### src/rtl/lsu_ctrl.sv
// ---------------------------------------------------------------------------
// lsu_ctrl - handshaked load/store controller between the decode/ALU stage
// and the data memory unit.
//
// Takes one request at a time from the datapath, forms the effective address,
// checks size legality and alignment, and then does one of two things:
//   - raises a one-cycle fault, or
//   - issues an aligned, strobed memory access and holds it until mem_ack.
// Load results are lane-selected, sign/zero extended and returned as a
// one-cycle writeback pulse.
//
// Ports
//   clk, rst                  clock; asynchronous active-low reset
//   req_valid / req_ready     request handshake (ready only while idle)
//   is_store, Funct3          access direction and RISC-V size/sign code
//   base_addr, Imm_reg        RS1 data and signed 12-bit offset
//   store_data, RD            RS2 data and load destination register
//   mem_req, mem_we           memory request (held until ack), write enable
//   mem_addr                  word/doubleword-aligned address
//   mem_wdata, mem_wstrb      lane-shifted store data and byte strobes
//   mem_ack, mem_rdata        memory completion and full aligned read word
//   wb_valid, wb_rd, wb_data  one-cycle writeback of the extended load value
//   fault, fault_cause        one-cycle fault pulse; cause held until next fault
//                             (01 misaligned, 10 illegal Funct3, 11 timeout)
//   busy                      controller not idle
// ---------------------------------------------------------------------------
module lsu_ctrl #(
   parameter int unsigned WIDTH   = 32,
   parameter int unsigned TIMEOUT = 16
) (
   input  logic               clk,
   input  logic               rst,
   input  logic               req_valid,
   output logic               req_ready,
   input  logic               is_store,
   input  logic [2:0]         Funct3,
   input  logic [WIDTH-1:0]   base_addr,
   input  logic [11:0]        Imm_reg,
   input  logic [WIDTH-1:0]   store_data,
   input  logic [4:0]         RD,
   output logic               mem_req,
   output logic               mem_we,
   output logic [WIDTH-1:0]   mem_addr,
   output logic [WIDTH-1:0]   mem_wdata,
   output logic [WIDTH/8-1:0] mem_wstrb,
   input  logic               mem_ack,
   input  logic [WIDTH-1:0]   mem_rdata,
   output logic               wb_valid,
   output logic [4:0]         wb_rd,
   output logic [WIDTH-1:0]   wb_data,
   output logic               fault,
   output logic [1:0]         fault_cause,
   output logic               busy
);

   localparam int unsigned NB   = WIDTH / 8;
   localparam int unsigned LW   = $clog2(NB);
   localparam int unsigned CntW = (TIMEOUT > 1) ? $clog2(TIMEOUT) : 1;
   // Counter value on the last REQ cycle that may still see an ack.
   localparam logic [CntW-1:0] CntLast = CntW'((TIMEOUT == 0) ? 0 : TIMEOUT - 1);

   localparam logic [1:0] CauseMisaligned = 2'b01;
   localparam logic [1:0] CauseIllegal    = 2'b10;
   localparam logic [1:0] CauseTimeout    = 2'b11;

   typedef enum logic [1:0] {StIdle, StReq, StWb, StFault} state_e;

   state_e          state_q;
   logic            is_store_q;
   logic [2:0]      f3_q;
   logic [LW-1:0]   off_q;
   logic [4:0]      rd_q;
   logic [CntW-1:0] cnt_q;

   // ---------------------------------------------------------------------
   // Request decode (only meaningful while idle)
   // ---------------------------------------------------------------------
   logic [WIDTH-1:0] ea;
   logic [LW-1:0]    ea_off;
   logic             illegal;
   logic             misaligned;
   logic [NB-1:0]    size_strb;
   logic [WIDTH-1:0] size_mask;
   logic [NB-1:0]    req_strb;
   logic [WIDTH-1:0] req_wdata;

   assign ea     = base_addr + WIDTH'($signed(Imm_reg));
   assign ea_off = ea[LW-1:0];

   always_comb begin
      illegal = 1'b1;
      case (Funct3)
         3'b000, 3'b001, 3'b010: illegal = 1'b0;
         3'b100, 3'b101:         illegal = is_store;
         3'b110:                 illegal = is_store || (WIDTH != 64);
         3'b011:                 illegal = (WIDTH != 64);
         default:                illegal = 1'b1;
      endcase
   end

   // Funct3[1:0] encodes the access size for both signed and unsigned codes.
   always_comb begin
      misaligned = 1'b0;
      size_strb  = {NB{1'b1}};
      size_mask  = {WIDTH{1'b1}};
      case (Funct3[1:0])
         2'b00: begin
            size_strb = NB'(8'h01);
            size_mask = WIDTH'(8'hFF);
         end
         2'b01: begin
            misaligned = ea[0];
            size_strb  = NB'(8'h03);
            size_mask  = WIDTH'(16'hFFFF);
         end
         2'b10: begin
            misaligned = (ea[1:0] != 2'b00);
            size_strb  = NB'(8'h0F);
            size_mask  = WIDTH'(32'hFFFF_FFFF);
         end
         default: begin
            misaligned = (ea[2:0] != 3'b000);
         end
      endcase
   end

   // Aligned accesses never spill past the top lane, so a plain shift suffices.
   assign req_strb  = size_strb << ea_off;
   assign req_wdata = (store_data & size_mask) << {ea_off, 3'b000};

   // ---------------------------------------------------------------------
   // Load lane select and extension
   // ---------------------------------------------------------------------
   logic [WIDTH-1:0] rdata_lane;
   logic [WIDTH-1:0] load_ext;

   assign rdata_lane = mem_rdata >> {off_q, 3'b000};

   always_comb begin
      load_ext = rdata_lane;
      case (f3_q)
         3'b000:  load_ext = WIDTH'($signed(rdata_lane[7:0]));
         3'b001:  load_ext = WIDTH'($signed(rdata_lane[15:0]));
         3'b010:  load_ext = WIDTH'($signed(rdata_lane[31:0]));
         3'b100:  load_ext = WIDTH'(rdata_lane[7:0]);
         3'b101:  load_ext = WIDTH'(rdata_lane[15:0]);
         3'b110:  load_ext = WIDTH'(rdata_lane[31:0]);
         default: load_ext = rdata_lane;
      endcase
   end

   // ---------------------------------------------------------------------
   // FSM with registered outputs
   // ---------------------------------------------------------------------
   always_ff @(posedge clk or negedge rst) begin
      if (!rst) begin
         state_q     <= StIdle;
         is_store_q  <= 1'b0;
         f3_q        <= 3'b000;
         off_q       <= '0;
         rd_q        <= 5'd0;
         cnt_q       <= '0;
         req_ready   <= 1'b1;
         busy        <= 1'b0;
         mem_req     <= 1'b0;
         mem_we      <= 1'b0;
         mem_addr    <= '0;
         mem_wdata   <= '0;
         mem_wstrb   <= '0;
         wb_valid    <= 1'b0;
         wb_rd       <= 5'd0;
         wb_data     <= '0;
         fault       <= 1'b0;
         fault_cause <= 2'b00;
      end else begin
         wb_valid <= 1'b0;
         fault    <= 1'b0;
         case (state_q)
            StIdle: begin
               if (req_valid) begin
                  is_store_q <= is_store;
                  f3_q       <= Funct3;
                  off_q      <= ea_off;
                  rd_q       <= RD;
                  cnt_q      <= '0;
                  req_ready  <= 1'b0;
                  busy       <= 1'b1;
                  if (illegal || misaligned) begin
                     state_q     <= StFault;
                     fault       <= 1'b1;
                     fault_cause <= illegal ? CauseIllegal : CauseMisaligned;
                  end else begin
                     state_q   <= StReq;
                     mem_req   <= 1'b1;
                     mem_we    <= is_store;
                     mem_addr  <= {ea[WIDTH-1:LW], LW'(0)};
                     mem_wdata <= req_wdata;
                     mem_wstrb <= req_strb;
                  end
               end
            end
            StReq: begin
               if (mem_ack) begin
                  mem_req   <= 1'b0;
                  mem_we    <= 1'b0;
                  mem_wstrb <= '0;
                  if (is_store_q) begin
                     state_q   <= StIdle;
                     req_ready <= 1'b1;
                     busy      <= 1'b0;
                  end else begin
                     // WB is visited even for RD=0 so load latency stays fixed.
                     state_q  <= StWb;
                     wb_valid <= (rd_q != 5'd0);
                     wb_rd    <= rd_q;
                     wb_data  <= load_ext;
                  end
               end else if ((TIMEOUT != 0) && (cnt_q == CntLast)) begin
                  state_q     <= StFault;
                  mem_req     <= 1'b0;
                  mem_we      <= 1'b0;
                  mem_wstrb   <= '0;
                  fault       <= 1'b1;
                  fault_cause <= CauseTimeout;
               end else begin
                  cnt_q <= cnt_q + 1'b1;
               end
            end
            default: begin
               state_q   <= StIdle;
               req_ready <= 1'b1;
               busy      <= 1'b0;
            end
         endcase
      end
   end

endmodule

### config.mk
export PLATFORM = sky130hd
export DESIGN_NAME = lsu_ctrl
export DESIGN_NICKNAME = d
export VERILOG_FILES = /design/src/rtl/lsu_ctrl.sv
export SDC_FILE = /design/constraint.sdc
export NUM_CORES = 1
export LEC_CHECK = 0
export CAP_MARGIN = 10
export CORE_ASPECT_RATIO = 0.5
export CORE_MARGIN = 2
export CORE_UTILIZATION = 51
export CTS_CLUSTER_DIAMETER = 30
export DETAILED_ROUTE_END_ITERATION = 8
export PLACE_DENSITY = 0.92
export SLEW_MARGIN = 30
export SYNTH_ARGS = -nofsm -noshare
export SYNTH_HDL_FRONTEND = slang
export SYNTH_SLANG_ARGS = --single-unit
### constraint.sdc
create_clock -name clk -period 3.6 [get_ports clk]
set_input_delay 0.72 -clock clk [delete_from_list [all_inputs] [get_ports clk]]
set_output_delay 0.72 -clock clk [all_outputs]
set_load 0.02 [all_outputs]
======== After elaboration in Yosys (flattened, before gate mapping) ========
Cells that the tools add are included.
word-level totals
  bits in writable memories ............... 0
  output and inout bits ................... 113
  logic and storage cells ................. 114
  memories kept ........................... 0
  bits in latches ......................... 0
  bits in registers ....................... 128
  input bits .............................. 121
  ROM bits ................................ 0
operators by class
  magnitude comparators ................... 0
  equal/unequal tests ..................... 20
  reduce and logical (&&, ||, !) cells .... 19
  div/mod/pow operators ................... 0
  add/subtract/negate cells ............... 2
  multiplexer cells ....................... 49
  $mul .................................... 0
  shift-type cells ........................ 3
  bitwise logic cells ..................... 3
operators by type and width
  kind                                                 number
  case mux 32 bit (4 select lines)                     1
  case mux 32 bit (2 select lines)                     1
  adder 32 bit                                         1
  AND 32 bit                                           1
  << shifter 32 x 5 -> 32 bit                          1
  right shift 32 x 5 -> 32 bit                         1
  two-way mux 4 bit                                    7
  case mux 4 bit (2 select lines)                      3
  two-way mux 1 bit                                    19
  two-way mux 2 bit                                    9
  inequality test 2 bit, second input constant         8
  equality test 3 bit, second input constant           4
  case mux 1 bit (2 select lines)                      6
  AND reduction 3 bit                                  3
  case mux 2 bit (2 select lines)                      2
  AND reduction 4 bit                                  2
  equality test 3 x 1 -> 1 bit, second input constant  2
  logical NOT 3 bit                                    2
  AND reduction 5 bit                                  1
  nonzero test 5 bit                                   1
  adder 4 x 1 -> 4 bit, second input constant          1
  equality test 2 x 1 -> 1 bit, second input constant  2
  equality test 4 bit, second input constant           1
  logical NOT 2 bit                                    2
  other kinds (12)                                     15

======== Depth between registers and ports, before layout ========
  word-level depth ........................ 7
  depth in mapped cells ................... 11
  gate-level depth less buffers ........... 10

======== Worst setup path after synthesis ========
Ideal clock, no wire load.
  kind .................................... input-to-reg
  start ................................... in base_addr[0]
  end ..................................... reg mem_addr[29]
  data required time ...................... 3.462 ns
  data arrival time ....................... 2.885 ns
  cell stages on the path ................. 10
  path buffers ............................ 4
  path slack .............................. 0.577 ns
  setup time .............................. 0.138 ns
  cells stage by stage .................... ha_1 > fa_1 > buf_2 > nor2_1 > a22oi_1 > nand2b_1 > clkbuf_1 > buf_2 > buf_1 > o211ai_1
on the way
  cells in the longest elaborated chain, start to end .. 6
  elaborated cells on any way between the ends .. 7
  those cells by class .................... add/sub (1); mux (1); bitwise (1); reduce/logical (4)
ends and longest elaborated chain
  element                                                   RTL line  source
  start: declaration                                        37        input logic [WIDTH-1:0] base_addr,
  adder 32 bit *                                            87        assign ea = base_addr + WIDTH'($signed(Imm_reg));
  named net ea[1]                                           78        logic [WIDTH-1:0] ea;
  nonzero test 3 bit or nonzero test 2 bit (tied branches)  122, 117
  case mux 1 bit (3 select lines) *                         106       case (Funct3[1:0])
  logical OR 1 bit *                                        188       if (illegal || misaligned) begin
  inverter 1 bit (no source line) *                         n/a
  AND reduction 3 bit (no source line) *                    n/a
  end signal: assignment                                    196       mem_addr <= {ea[WIDTH-1:LW], LW'(0)};
  end: declaration                                          43        output logic [WIDTH-1:0] mem_addr,
Mark *: on every way through the listed nets, which the timed path passes. The rest lies on a longest branch.
A chain may end at the register's enable or synchronous reset.

======== Worst setup path in the final report ========
  start ................................... in Imm_reg[11]
  end ..................................... reg mem_addr[29]
on the way
  cells in the longest elaborated chain, start to end .. 1
ends and longest elaborated chain
  element             RTL line  source
  start: declaration  38        input logic [11:0] Imm_reg,
  adder 32 bit        87
Every way passes these cells.

==> results.json <==
{
  "outcome": "complete, no violations",
  "clock-sinks": 128,
  "drv_slew": 0,
  "finalSetupTns_ps": 0,
  "instances_no_fill": 1291,
  "area_growth_pct": 43.19,
  "cp_slowest_cell": "clkdlybuf4s50_1",
  "grt_pass1_wl_mm": 37.67,
  "row_count": 31,
  "detail-route-antenna-nets": 0,
  "cts_buffers": 17,
  "antenna_found_initial": 0,
  "grt_pass1_vias": 7516,
  "seqCellArea_um2": 3204,
  "gp_congestion": 0.9666,
  "die_x_um": 176.2,
  "ios": 234,
  "synth_warnings": 0,
  "drv_cap": 0,
  "drt_iter0_markers": 632,
  "avgSynthCellArea_um2": 8.909,
  "final_common_cell": "clkdlybuf4s50_1",
  "die_h_um": 90.11,
  "fin_ws_ps": 394.7,
  "root_buffer": "clkbuf_16",
  "netlist_area_um2": 7564,
  "cp_max_fo": 12,
  "post_cts_buffers": 0,
  "worst_hold_slack_ps": 347.8,
  "arrival_ps": 3480,
  "place_inst": 1260,
  "gr-total-overflow": 0,
  "relSlewSlack_pct": 54.88,
  "ir_worst_vdd_mv": 0.4408,
  "post_cts_resized": 0,
  "clock_latency_ps": 410,
  "start_kind": "input pin",
  "worst_pin_slew_ps": 676.9,
  "multiInputGateArea_um2": 4116,
  "n_antenna_cell": 0,
  "async_flop_share_pct": 100.0,
  "grt_usage_pct": 29.81,
  "hold_viol": 0,
  "routed_wl_mm": 23.64,
  "finalSetupViolCount": 0,
  "tritoncts": "done",
  "drc": 0,
  "period_minus_slack_ps": 3205,
  "ys_seq_elements": 128,
  "dp_hpwl_mm": 17.60,
  "most-common-layout-cells": "clkdlybuf4s50_1 (230), nand2_1 (167), dfrtp_1 (127)",
  "portBuffers": 231,
  "nNetsFinal": 1235,
  "grt_max_degree": 52,
  "clock_path_buffers": 2,
  "fin_util_pct": 74.86,
  "synthFlopType": "dfrtp_1",
  "cp.required_ps": 3880,
  "ys_types": 74,
  "core_um2": 14470,
  "drt_first_pass_iters": 6,
  "rsz0062_at_grt": "false",
  "dpl_worst_slack_ps": 51.94,
  "dieArea_um2": 15880,
  "p_per_area_nw_per_um2": 782.8,
  "cts_htree_levels": 4,
  "drt-vias-per-instance": 5.806,
  "cp_common_cell": "a21o_1",
  "yosysSeqAreaShare_pct": 42.37,
  "fin_crit_sh_pct": 89.04,
  "critical-path-max-stage-delay_ps": 740,
  "vias": 7496,
  "cp-end-kind": "register",
  "hold_path_class": "in2async",
  "drt-wirelength-per-cell_um": 18.31,
  "synth_edf_count": 0,
  "fillCellCount": 1023,
  "crit_type": "in2reg",
  "cts_hold_buffers": 0,
  "drive_gt1_share_pct": 10.61,
  "crit_path_cell_trace": "clkdlybuf4s50_1 -> buf_4 -> ha_1 -> a21o_1 -> a21o_1 -> a21oi_1 -> nand3_2 -> a22oi_1 -> mux2i_1 -> o211ai_1",
  "initial_core_util_pct": 52.28,
  "synthCells": 849,
  "fmax_ghz": 0.3120,
  "path_clk_slew_ps": 60,
  "fin_skew_ps": 8.249,
  "leakage_nw": 4.829
}
kinds of logic after synthesis:
group                    after synthesis  share of synthesized area, %
AO/OA/AOI/OAI                        230                         20.20
AND/OR/NAND/NOR                      321                         18.68
XOR/XNOR                              24                         2.779
buffers and inverters                 64                         3.540
adder cells (fa/ha/maj)               33                         5.558
flip-flops                           128                         42.37
multiplexers                          48                         6.832
other                                  1                       0.04958
critical path: cells and delay by family:
family                   cells  cell delay [ps]
buffers and inverters        2             1020
AO/OA/AOI/OAI                5             1010
adder cells (fa/ha/maj)      1              320
multiplexers                 1              250
AND/OR/NAND/NOR              1              150
metal layers:
layer | share of wire, % | routed length [um] | GRT usage [%]
met5 | 0 | 0 | 0
met4 | 3.2 | 752 | 11.23
met3 | 6.4 | 1508 | 5.964
met2 | 51 | 11960 | 52.91
met1 | 40 | 9420 | 35.83
registers in the layout, indices dropped and copies added, names as in the netlist, 3 cells and up:
signal     count
mem_wdata     32
wb_data       32
mem_addr      30
rd_q           5
wb_rd          5
cnt_q          4
mem_wstrb      4
f3_q           3
per-stage QoR:
stage / instance area (um2) / total power [mW]
floorplan: 7567 / 4.706
global placement: 10190 / 6.468
detailed placement: 10200 / 6.615
CTS: 10830 / 8.504
global route: 10830 / 8.932
finish: 10830 / 8.478
area by class of cell:
class | count | area share [%]
Multi-Input combinational cell | 658 | 38.01
Sequential cell | 128 | 29.59
Timing Repair Buffer | 265 | 23.91
Clock buffer | 17 | 3.928
Tap cell | 198 | 2.287
Clock inverter | 14 | 1.895
Inverter | 11 | 0.3812
synth_stat cells (all sizes together), types with 4 or more instances:
cell	instances	share of area, %
nand3	28	2.0
a211oi	5	0.50
a31oi	7	0.58
buf	22	1.4
xnor2	15	1.7
and3	7	0.65
a221oi	7	0.81
dfrtp	127	42
a21oi	61	4.0
mux2i	19	2.5
xor2	9	1.0
o21bai	6	0.60
a22o	6	0.69
inv	11	0.55
o211ai	10	1.1
o31ai	7	0.76
nand2	168	8.4
a2bb2oi	4	0.46
or2	4	0.33
mux2	29	4.3
nor2b	11	0.91
clkbuf	31	1.6
nand2b	5	0.41
o21a	4	0.40
nand4	7	0.58
nor3	9	0.60
ha	32	5.3
o21ai	58	3.9
o22a	9	1.0
nor2	68	3.4
a21o	14	1.4
power breakdown:
group,leakage (nW),total (mW),switching [mW],internal [mW]
clock,0.301,1.84,0.675,1.17
sequential,1.59,2.56,0.447,2.11
combinational,2.94,4.08,2.18,1.90
total,4.83,8.48,3.30,5.18
final timing paths:
check                                               from                         to  slack [ps]  cells past startpoint
worst max-delay path                         Imm_reg[11]   mem_addr[29]$_DFFE_PN0P_         390                     10
worst min-delay path                                 rst  mem_wdata[29]$_DFFE_PN0P_         350                      1
worst max register to register      off_q[0]$_DFFE_PN0P_    wb_data[17]$_DFFE_PN0P_        1350                      6
worst min register to register  mem_wdata[5]$_DFFE_PN0P_   mem_wdata[5]$_DFFE_PN0P_         470                      2
max in group asynchronous                            rst  mem_wdata[18]$_DFFE_PN0P_        2240                      2
min in group clk                mem_wdata[5]$_DFFE_PN0P_   mem_wdata[5]$_DFFE_PN0P_         470                      2
Note: power is estimated with default switching activity, not from simulation.
==> patch (same settings) <==
Re-encode `state_e` (4 states) as one-hot, 4 bits wide.
--- a/src/rtl/lsu_ctrl.sv
+++ b/src/rtl/lsu_ctrl.sv
@@ -64,5 +64,5 @@
    localparam logic [1:0] CauseTimeout    = 2'b11;
 
-   typedef enum logic [1:0] {StIdle, StReq, StWb, StFault} state_e;
+   typedef enum logic [3:0] {StIdle = 4'b0001, StReq = 4'b0010, StWb = 4'b0100, StFault = 4'b1000} state_e;
 
    state_e          state_q;
Formal check against the unedited RTL: no difference found for any inputs over 4 cycles, from zero or initial values and one cycle with rst low; so few cycles prove little.
==> patch against the original RTL <==
- sequential cell count rose by 2
- worst setup slack improved by 54 ps
- area after synthesis fell by 0.30%
- count of clock-buffer cells in the layout rose by 1
- global-route usage barely moved
- wire length fell by 1.2%
- hold slack got worse by 20 ps
- cell area fell by 1.7%
- total power fell by 7.2%
- critical path type unchanged
==> patch: results (changes against the original RTL) <==
outcome=completed; gpl congestion=0.9451 (-2.2%); Seq/Total Area, Yosys=43.17% (+0.81 points); Largest regs=mem_wdata: 32 flops, wb_data: 32 flops, mem_addr: 30 flops; CP Max Fanout=5 (-7); worst slack, placed=77.23 ps (+25.29 ps); maximum number of pins on one net before global-route repair=65 (+25%); cells after synthesis=874 (+2.9%); Post-Place Cell Area=10,060 sq um (-1.3%); DR vias=7,615 (+1.6%); largest cells by area after synthesis=dfrtp_1, nand2_1, ha_1, a21oi_1, o21ai_0; gr usage total=29.82% (about the same); Hold Vio Cnt, Final=0 (unchanged); Inst Count DP=1,273 (+1.0%); post-synth top area cell=dfrtp_1; VDD IR max=0.0003503 V (-21%); met1 Use GR=35.79% (-0.039 points); Worst Clk Skew=12.55 ps (+4.296 ps); Detailed Place HPWL=17,370 microns (-1.3%); vias per cell=5.835 (+0.50%); Post-synth top cells=nand2_1, dfrtp_1, a21oi_1; Post-Synth XOR/XNOR Area=3.252% (+0.47 points); NumNets Final=1,248 (+1.1%); met2 usage=52.00% (-0.91 points); Netlist cell types=63 (-15%); met3 GRT Util=5.457% (-0.51 points); cells on worst reg2reg path=7 (+1); first-pass GRT wire length=38,120 microns (+1.2%); Static Leakage=4.748 nW (-1.7%); layout cells sized above 1=7.949% (-2.7 points); mux contribution to synthesized area=5.077% (-1.8 points); vias in the first global route=7,702 (+2.5%); Starting DRT DRC Count=567 (-10%); adder-cell area share of the yosys netlist=5.575% (+0.017 points); worst slew pin tran=740.7 ps (+63.88 ps); gr busiest metal=met2; Worst Path Arrival=3440 ps (-40 ps); H-tree level count=4 (unchanged); DR pass1 iterations=5 (-1); wire length per cell=17.90 microns (-2.2%); Sink Count=130 (+1.6%); FILL cells=1,037 (+1.4%); post-synthesis compound-gate area fraction=20.72% (+0.52 points)
## patch: final cells by class
type / instances / area [sq um] / share of cell area (%)
timing repair buffer: 253 / 2512 / 23.60
inverter: 8 / 31.28 / 0.2939
clock buffer: 18 / 439.2 / 4.126
tap: 198 / 247.7 / 2.327
multi-input combinational: 684 / 4018 / 37.75
clock inverter: 14 / 140.1 / 1.317
sequential: 130 / 3256 / 30.59
## patch: kinds of logic (layout without fill, tap and decap cells)
family | after synthesis | in the layout
flip-flops | 130 | 130
multiplexers | 36 | 36
adder cells (fa/ha/maj) | 33 | 33
AND/OR/NAND/NOR | 336 | 336
buffers and inverters | 61 | 293
other | 1 | 2
XOR/XNOR | 28 | 28
AO/OA/AOI/OAI | 249 | 249
## patch: metal layers
metal  share of wire, %  wire length [microns]
met5                  0                      0
met4                4.6                   1072
met3                7.5                   1743
met2                 49                  11490
met1                 39                   9057
## patch: report_power, final
part	leakage, nW	total [W]	internal (W)	switching, W
Combinational	2.83	0.00366	0.00168	0.00198
Sequential	1.64	0.00249	0.00209	0.000407
Clock	0.276	0.00171	0.000988	0.000725
Total	4.75	0.00787	0.00476	0.00311
## patch: worst max-delay path: stages
cell and delay (ps):
clkdlybuf4s50_1 470, ha_1 340, a211oi_1 390, o21ai_1 220, a32oi_2 380, nand4_1 210
a311oi_2 320, o21ai_1 140, xnor2_1 160, o21ai_1 80
## patch: path summary, 6_finish.rpt
check | endpoint | start | slack, ps
min reg2reg | mem_wdata[1] | mem_wdata[1] | 470
min | wb_data[0] | rst | 330
min in group clk | mem_wdata[1] | mem_wdata[1] | 470
max | mem_addr[31] | base_addr[1] | 450
max reg2reg | wb_data[6] | state_q[3] | 1070
max in group asynchronous | state_q[0] | rst | 2460
